File: config.mk
export PLATFORM = sky130hd
export DESIGN_NAME = pipe_controller
export DESIGN_NICKNAME = d
export VERILOG_FILES = /design/src/rtl/pipe_controller_pkg.sv /design/src/rtl/pipe_controller_decode.sv /design/src/rtl/pipe_controller.sv
export SDC_FILE = /design/constraint.sdc
export NUM_CORES = 1
export LEC_CHECK = 0
export ABC_AREA = 0
export CELL_PAD_IN_SITES_DETAIL_PLACEMENT = 0
export CELL_PAD_IN_SITES_GLOBAL_PLACEMENT = 1
export CORE_ASPECT_RATIO = 1.5
export CORE_MARGIN = 2
export CORE_UTILIZATION = 28
export DETAILED_ROUTE_END_ITERATION = 7
export HOLD_SLACK_MARGIN = 0.08
export PLACE_DENSITY = 0.79
export SYNTH_ARGS = -nofsm -noshare
export SYNTH_HDL_FRONTEND = slang
export SYNTH_SLANG_ARGS = --single-unit
File: constraint.sdc
create_clock -name clk -period 1.29 [get_ports clk]
set_clock_uncertainty 0.05 [all_clocks]
set_input_delay 0.129 -clock clk [delete_from_list [all_inputs] [get_ports clk]]
set_output_delay 0.129 -clock clk [all_outputs]
set_load 0.1 [all_outputs]
File: src/rtl/pipe_controller_pkg.sv
// Shared definitions for the pipeline controller: opcode fields, branch
// condition codes, ALU operation codes, FSM states and the control bundle
// that travels down the D->E->M->W control pipeline.
package pipe_controller_pkg;

  // instr[15:14]
  typedef enum logic [1:0] {
    OP1_LD  = 2'b00,
    OP1_ST  = 2'b01,
    OP1_IMM = 2'b10,
    OP1_ALU = 2'b11
  } op1_e;

  // instr[13:11] inside the immediate/branch group
  typedef enum logic [2:0] {
    OP2_LI  = 3'b000,
    OP2_B   = 3'b100,
    OP2_BCC = 3'b111
  } op2_e;

  // instr[10:8] of a Bcc; codes 1xx are never taken
  typedef enum logic [2:0] {
    COND_BE  = 3'b000,
    COND_BLT = 3'b001,
    COND_BLE = 3'b010,
    COND_BNE = 3'b011
  } cond_e;

  // instr[7:4] inside the ALU group
  typedef enum logic [3:0] {
    ALU_ADD = 4'b0000,
    ALU_SUB = 4'b0001,
    ALU_AND = 4'b0010,
    ALU_OR  = 4'b0011,
    ALU_XOR = 4'b0100,
    ALU_CMP = 4'b0101,
    ALU_MOV = 4'b0110,
    ALU_SLL = 4'b0111,
    ALU_SLR = 4'b1000,
    ALU_SRL = 4'b1001,
    ALU_SRA = 4'b1010,
    ALU_IN  = 4'b1011,
    ALU_OUT = 4'b1101,
    ALU_HLT = 4'b1111
  } alu_e;

  typedef enum logic {
    ST_RUN  = 1'b0,
    ST_HALT = 1'b1
  } state_e;

  typedef struct packed {
    logic       regWrite;
    logic       memToReg;
    logic       memWrite;
    logic       aluSrc;
    logic [3:0] aluControl;
    logic       jump;
    logic       bcc;
    logic [2:0] cond;
    logic       setFlags;
    logic       halt;
  } ctrl_t;

  localparam ctrl_t CTRL_BUBBLE = '0;

  // flags = {S, Z, V, C}
  function automatic logic condMet(input logic [2:0] cond, input logic [3:0] flags);
    logic met;
    met = 1'b0;
    case (cond)
      COND_BE:  met = flags[2];
      COND_BLT: met = flags[3] ^ flags[1];
      COND_BLE: met = flags[2] | (flags[3] ^ flags[1]);
      COND_BNE: met = ~flags[2];
      default:  met = 1'b0;
    endcase
    return met;
  endfunction

endpackage

File: src/rtl/pipe_controller_decode.sv
// Combinational instruction decoder.
//   instrD  : 16-bit instruction in the decode stage
//   ctrlD   : control bundle for that instruction (all zero for undefined
//             encodings)
//   HALT_EN : 1 = HLT raises the halt bit; 0 = HLT decodes as a NOP
module ctrl_decode
  import pipe_controller_pkg::*;
#(
  parameter bit HALT_EN = 1'b1
) (
  input  logic [15:0] instrD,
  output ctrl_t       ctrlD
);

  always_comb begin
    ctrlD = CTRL_BUBBLE;
    case (instrD[15:14])
      OP1_LD: begin
        ctrlD.aluControl = ALU_ADD;
        ctrlD.aluSrc     = 1'b1;
        ctrlD.regWrite   = 1'b1;
        ctrlD.memToReg   = 1'b1;
      end
      OP1_ST: begin
        ctrlD.aluControl = ALU_ADD;
        ctrlD.aluSrc     = 1'b1;
        ctrlD.memWrite   = 1'b1;
      end
      OP1_IMM: begin
        case (instrD[13:11])
          OP2_LI: begin
            ctrlD.aluControl = ALU_MOV;
            ctrlD.aluSrc     = 1'b1;
            ctrlD.regWrite   = 1'b1;
          end
          OP2_B:   ctrlD.jump = 1'b1;
          OP2_BCC: begin
            ctrlD.bcc  = 1'b1;
            ctrlD.cond = instrD[10:8];
          end
          default: ctrlD = CTRL_BUBBLE;
        endcase
      end
      OP1_ALU: begin
        case (instrD[7:4])
          ALU_ADD, ALU_SUB, ALU_AND, ALU_OR, ALU_XOR, ALU_MOV,
          ALU_SLL, ALU_SLR, ALU_SRL, ALU_SRA, ALU_IN: begin
            ctrlD.aluControl = instrD[7:4];
            ctrlD.regWrite   = 1'b1;
            ctrlD.setFlags   = 1'b1;
          end
          ALU_CMP: begin
            ctrlD.aluControl = instrD[7:4];
            ctrlD.setFlags   = 1'b1;
          end
          ALU_OUT: ctrlD.aluControl = instrD[7:4];
          ALU_HLT: begin
            if (HALT_EN) begin
              ctrlD.aluControl = instrD[7:4];
              ctrlD.halt       = 1'b1;
            end
          end
          default: ctrlD = CTRL_BUBBLE;
        endcase
      end
      default: ctrlD = CTRL_BUBBLE;
    endcase
  end

endmodule

File: src/rtl/pipe_controller.sv
// Pipelined control unit: decodes instrD, carries the control bundle through
// E, M and W, resolves branches in E against a flag register, and halts the
// pipeline on HLT.
//   clk, reset            : clock, synchronous active-high reset
//   instrD                : instruction in decode
//   SE, ZE, VE, CE        : ALU flags for the instruction in E
//   alusrcE, alucontrolE, jumpE : E-stage controls
//   pcsrcM                : registered branch-taken pulse
//   memwriteM             : M-stage store strobe
//   regwriteW, memtoregW  : W-stage write enable / load select
//   stallF, halted        : pipeline frozen in HALT
module pipe_controller
  import pipe_controller_pkg::*;
#(
  parameter bit HALT_EN = 1'b1
) (
  input  logic        clk,
  input  logic        reset,
  input  logic [15:0] instrD,
  input  logic        SE,
  input  logic        ZE,
  input  logic        VE,
  input  logic        CE,
  output logic        alusrcE,
  output logic [3:0]  alucontrolE,
  output logic        jumpE,
  output logic        pcsrcM,
  output logic        memwriteM,
  output logic        regwriteW,
  output logic        memtoregW,
  output logic        stallF,
  output logic        halted
);

  state_e     state, stateNext;
  ctrl_t      ctrlD, ctrlE, ctrlM, ctrlW;
  logic [3:0] flags;
  logic       eLive, taken, enterHalt;

  ctrl_decode #(.HALT_EN(HALT_EN)) uDecode (
    .instrD (instrD),
    .ctrlD  (ctrlD)
  );

  // The instruction in E while pcsrcM is high is one of the two being
  // squashed, so it may not branch, set flags or halt.
  always_comb begin
    eLive     = ~pcsrcM;
    taken     = eLive & (ctrlE.jump | (ctrlE.bcc & condMet(ctrlE.cond, flags)));
    enterHalt = HALT_EN & eLive & ctrlE.halt & (state == ST_RUN);
    stateNext = state;
    case (state)
      ST_RUN:  if (enterHalt) stateNext = ST_HALT;
      ST_HALT: stateNext = ST_HALT;
      default: stateNext = ST_RUN;
    endcase
  end

  // The instruction behind HLT is bubbled on the halting edge so that
  // nothing younger than HLT ever occupies E.
  always_ff @(posedge clk) begin
    if (reset) begin
      state  <= ST_RUN;
      flags  <= '0;
      ctrlE  <= CTRL_BUBBLE;
      ctrlM  <= CTRL_BUBBLE;
      ctrlW  <= CTRL_BUBBLE;
      pcsrcM <= 1'b0;
    end else begin
      state  <= stateNext;
      pcsrcM <= taken;
      if (eLive && ctrlE.setFlags) flags <= {SE, ZE, VE, CE};
      ctrlE  <= (pcsrcM || state == ST_HALT || enterHalt) ? CTRL_BUBBLE : ctrlD;
      ctrlM  <= (pcsrcM || state == ST_HALT) ? CTRL_BUBBLE : ctrlE;
      ctrlW  <= ctrlM;
    end
  end

  assign alusrcE     = ctrlE.aluSrc;
  assign alucontrolE = ctrlE.aluControl;
  assign jumpE       = ctrlE.jump;
  assign memwriteM   = ctrlM.memWrite;
  assign regwriteW   = ctrlW.regWrite;
  assign memtoregW   = ctrlW.memToReg;
  assign halted      = (state == ST_HALT);
  assign stallF      = halted;

endmodule

== Word level (Yosys, flattened, before mapping) ==
Index checks and enable logic that the tools add are counted.

* Equal/unequal tests: 21
* Muxes and demuxes: 15
* Bitwise logic cells: 10
* Reduce and logical (&&, ||, !) cells: 13

{| class="wikitable"
|+ Operator list
! operator !! count
|-
| $eq A4 B4 Y1 const B || 6
|-
| $eq A4 B3 Y1 const B || 4
|-
| $pmux W5 S3 || 1
|-
| $pmux W7 S2 || 1
|-
| $reduce_or A14 Y1 || 1
|-
| $reduce_or A12 Y1 || 1
|-
| $reduce_or A11 Y1 || 1
|-
| $eq A4 B2 Y1 const B || 2
|-
| $mux W4 || 2
|-
| $mux W1 || 7
|-
| $eq A3 B2 Y1 const B || 2
|-
| $eq A3 B3 Y1 const B || 2
|-
| $logic_not A3 Y1 || 2
|-
| $pmux W2 S3 || 1
|-
| $reduce_or A2 Y1 || 3
|-
| $mux W5 || 1
|-
| $and A1 B1 Y1 || 4
|-
| $eq A2 B2 Y1 const B || 2
|-
| $eq A4 B1 Y1 const B || 1
|-
| $logic_not A4 Y1 || 1
|-
| $pmux W1 S4 || 1
|-
| $eq A3 B1 Y1 const B || 1
|-
| $not A1 Y1 || 3
|-
| $eq A2 B1 Y1 const B || 1
|-
| other kinds (6) || 8
|}

* Flip-flop bits (word level): 26
* Input port bits: 22
* Logic and storage cells: 77

== Logic depth before layout (Yosys ltp) ==
* Depth in word-level cells: 6
* Gate-level depth with buffers: 5
* Depth with buffers taken out: 3

== Modules after synthesis ==
A second synthesis with hierarchy kept.

* Cell total of the unflattened synthesis: 101
* Area, all modules: 1021.0 um^2

{| class="wikitable"
|+ By module, submodules not included
! module !! times used !! cells each !! area an instance (um^2) !! sequential area each (um^2)
|-
| pipe_controller || 1 || 73 || 840.8 || 500.5
|-
| ctrl_decode || 1 || 28 || 180.2 || 0.0
|}

== Worst setup path after synthesis ==
OpenSTA, ideal clock, no wires.

* Kind: reg-to-reg
* Start point: reg pcsrcM
* End point: reg ctrlE[2] in the netlist's numbering
* Library setup time: 0.059 ns
* Arrival time: 1.783 ns
* Data required time: 1.181 ns
* Path slack: -0.602 ns
* Stages on the path, launching flop included: 5
* Clock period less this slack: 1.892 ns
* Cell sequence: dfxtp_1 > or4_4 > buf_6 > nor3_4 > and2_1

* Longest elaborated chain between the ends: 5
* Elaborated cells between the ends (all ways): 6

{| class="wikitable"
|+ Ends and longest elaborated chain
! element !! RTL line !! source
|-
| from (decl) || pipe_controller.sv:27 || <nowiki>output logic pcsrcM,</nowiki>
|-
| from (signal assigned) || pipe_controller.sv:71 || <nowiki>pcsrcM <= taken;</nowiki>
|-
| $not A1 Y1 || pipe_controller.sv:48 || <nowiki>eLive = ~pcsrcM;</nowiki>
|-
| $and A1 B1 Y1 (2 in a row) || pipe_controller.sv:50 || <nowiki>enterHalt = HALT_EN & eLive & ctrlE.halt & (state == ST_RUN);</nowiki>
|-
| $logic_or A1 B1 Y1 (*) || pipe_controller.sv:73 || <nowiki>ctrlE <= (pcsrcM || state == ST_HALT || enterHalt) ? CTRL_BUBBLE : ctrlD;</nowiki>
|-
| $reduce_or A2 Y1 (no source line) (*) || - ||
|-
| to (signal assigned) || pipe_controller.sv:73 ||
|-
| to (decl) || pipe_controller.sv:36 || <nowiki>ctrl_t ctrlD, ctrlE, ctrlM, ctrlW;</nowiki>
|}

Mark *: on every way between the ends. The rest lies on a longest branch, timed or not.
A chain may end at the register's enable or synchronous reset.

== Worst setup path after layout ==
Ends and elaborated chain as after synthesis.

==> results.tsv <==
stage	metric	value	unit
min_path	Hold Crit Class	flop to flop	
timing	final worst slack	-0.07170	ns
route	drt drc	0	
pwr	Reg power frac	0.545	
pwr	Pint	0.001122	W
critical_path	CP max stage cell	or4_4	
logic_synthesis	Synth top cells by count	25 x dfxtp_1, 7 x and2_1, 6 x a21oi_1, 6 x nand2_1, 6 x nor2_1	
job	Max Cap Violations	0	
critical_path	Worst R2R Setup Slack	-0.07	ns
clock_network	CTS tree	yes	
logic_synthesis	Unique masters post-synth	27	
clock_network	CTS Buf Count	3	
floorplanning	I/O pins	34	
logic_synthesis	ys async rst share	0	
cells_and_area	Syn-to-layout area delta	56.75	%
logic_synthesis	number of synthesized flops with an enable pin	0	
global_routing	global-route wire length before repair	3022	um
floorplanning	cell row count	25	
route	ANT nets after route	0	
global_routing	vias in the first global route	753	
logic_synthesis	sequential area share after synthesis	0.5457	
critical_path	critical path depth in cells	3	
critical_path	R2R cell count	3	
critical_path	CP arrival	1.52	ns
global_routing	gr usage total	0.1081	
route	Avg WL per Cell	10.39	um
timing	Slew Viols, Final	0	
critical_path	CP required	1.44	ns
critical_path	crit path launch	pcsrcM	
critical_path	cells along the critical path	or4_4, nor3_4, and2_1	
pwr	Switching Share	0.2353	
logic_synthesis	Synth warnings	0	
cells_and_area	diode count	0	
critical_path	crit path kind	flop to flop	
timing	Fin Setup TNS	-0.4378	ns
floorplanning	Die W	50.73	um
clock_network	clk_lat worst skew	0.26	ns
global_routing	largest net degree at the start of global routing	14	
run_status	status	complete, but fails checks	
clock_network	Clock Path Buffers	2	
cells_and_area	layout cells sized above 1	0.2581	
cells_and_area	Filler cells	309	
pwr	Pwr Density	1021	mW/mm^2
min_path	Hold Path Cell Cnt	1	
clock_network	Post-CTS Hold Buffers	0	
critical_path	FF-to-FF End	ctrlE[2]	
place	global placement routability congestion	0.6511	
logic_synthesis	Main synth FF type	dfxtp_1	
cells_and_area	Final Net Count	147	
pwr	clock power share	0.294	
route	initial drt markers	2	
clock_network	root buffer cell	clkbuf_8	
timing	highest clock rate	734.4	MHz
pwr	Lkg Pwr	0.5705	nW
timing	worst-margin pin slew	0.2672	ns
pwr	Gate power share	0.161	
logic_synthesis	top-count cell post-synth	dfxtp_1	
critical_path	CP endpoint	ctrlE[2]	
floorplanning	Die ar.	0.003759	sq mm
timing	RSZ-0062 raised after global routing	yes	
logic_synthesis	Synth Instances	92	
pwr	Final Power	0.001468	W
floorplanning	Die H	74.10	um
route	via count	718	
clock_network	Worst-path clk slew	0.08	ns
route	Total Wirelength	1704	um
logic_synthesis	cell taking the most area after synthesis	dfxtp_1	
logic_synthesis	Avg Inst Size Synth	9.969	sq um
logic_synthesis	Syn Nets	114	
pwr	Net Switching	0.0003454	W
timing	max_slew headroom	0.8205	
clock_network	number of clock sinks	25	
place	hpwl dp	1399	um
pwr	VDD IR max	0.0003221	V
floorplanning	Core ar.	0.003128	sq mm
critical_path	crit-path max FO	8	
place	I/O Buffers	28	
run_status	failing checks	setup timing	
route	vias per inst	4.378	
logic_synthesis	top cell type's share of synthesized area	0.5457	
clock_network	Clock H-tree levels	1	
timing	fin crit share	1.056	
critical_path	worst reg2reg startpoint	pcsrcM	
logic_synthesis	Post-Syn Area	917.1	sq um
critical_path	Bufs and invs on worst path	0	
timing	final setup vio count	11	
global_routing	GRT Residual Overflow	0	
critical_path	crit start category	flop	
critical_path	CP delay by family, top	simple AND/OR/NAND/NOR gates	
timing	Final Hold Fails	0	
logic_synthesis	top area cells in the synthesized netlist	dfxtp_1 55%, and2_1 4.8%, buf_4 4.1%	
floorplanning	Initial Utilization	0.2932	
logic_synthesis	number of synthesized register bits	25	
route	drt first pass iters	2	
timing	minimum clock period	1.362	ns
global_routing	initial antenna violation count	0	
critical_path	Critical Path Max Stage Delay	0.59	ns
critical_path	CP endpoint kind	flop	
area by class of cell:
cell class | instances | area, sq um | area share
repair buffers | 36 | 460.4 | 0.3203
clock buffers | 4 | 45.04 | 0.03133
multi-input cells | 55 | 357.8 | 0.2489
inverters | 4 | 15.01 | 0.01044
flip-flops and latches | 25 | 509.2 | 0.3542
well taps | 40 | 50.05 | 0.03481
what timing repair did:
action / CTS / global route
resized for setup: 0 / 3
pin swaps: 2 / 1
buffers inserted: 1 / 0
setup endpoints to repair: 10 / 15
per-layer routing:
metal  wire length, um  GRT usage  vias up
met5                 0          0        -
met4                27    0.06306        0
met3                57    0.02410        2
met2              1011     0.2164       13
met1               607    0.09637      333
li1                  -          -      370
registers in the layout (all words and copies together), names as in the netlist:
register     flops
ctrlE            9
ctrlM            2
memtoregW        1
regwriteW        1
memwriteM        1
alusrcE          1
pcsrcM           1
jumpE            1
halted           1
flags            3
alucontrolE      4
cell usage in the layout, fill, tap and decap left out, types with 2 or more instances in the layout:
cell type / n
a21oi_1: 6
and2_1: 7
and3_1: 3
buf_12: 12
buf_4: 8
clkbuf_8: 3
clkdlybuf4s50_1: 16
dfxtp_1: 22
dfxtp_4: 2
inv_1: 4
mux2i_1: 3
nand2_1: 6
nand3b_1: 2
nor2_1: 5
nor2b_1: 5
nor3_1: 3
nor4_1: 2
through the flow:
stage	utilization	hold slack [ns]	instances	instance area [sq um]	setup WS (ns)
final	0.4596	0.3739	164	1438	-0.07170
after global routing	0.4596	0.3935	164	1438	-0.1423
after CTS	0.4560	0.3782	164	1426	-0.08493
after detailed placement	0.4392	0.3613	159	1374	-0.2138
after global placement	0.4392	0.3586	159	1374	-0.1870
after floorplan	-	0.1496	92	928.4	-0.1910
power by group through the flow:
stage          clock, W  combinational [W]  sequential (W)
2_1_floorplan         0          0.0000931        0.000848
6_report       0.000431           0.000237        0.000800
5_1_grt        0.000483           0.000252        0.000803
3_3_place_gp          0           0.000232        0.000818
3_5_place_dp          0           0.000233        0.000818
4_1_cts        0.000448           0.000237        0.000800
worst min-delay path by stage:
stage / from / slack [ns] / to
floorplan: instrD[11] / 0.15 / jumpE
global placement: ctrlE[14] / 0.36 / ctrlM[14]
detailed placement: ctrlE[14] / 0.36 / ctrlM[14]
CTS: ctrlE[14] / 0.38 / ctrlM[14]
global route: instrD[10] / 0.39 / ctrlE[4]
finish: ctrlE[14] / 0.37 / ctrlM[14]
cell families (layout without fill, tap and decap cells):
group                  count (synthesis)  in the layout  share of synthesized area
AND/OR/NAND/NOR                       40             40                     0.2538
flip-flops                            25             25                     0.5457
XOR/XNOR                               1              1                   0.009552
AO/OA/AOI/OAI                         10             10                    0.06686
multiplexers                           4              4                    0.04502
buffers and inverters                 12             44                    0.07912
(Power assumes the default switching activity.)
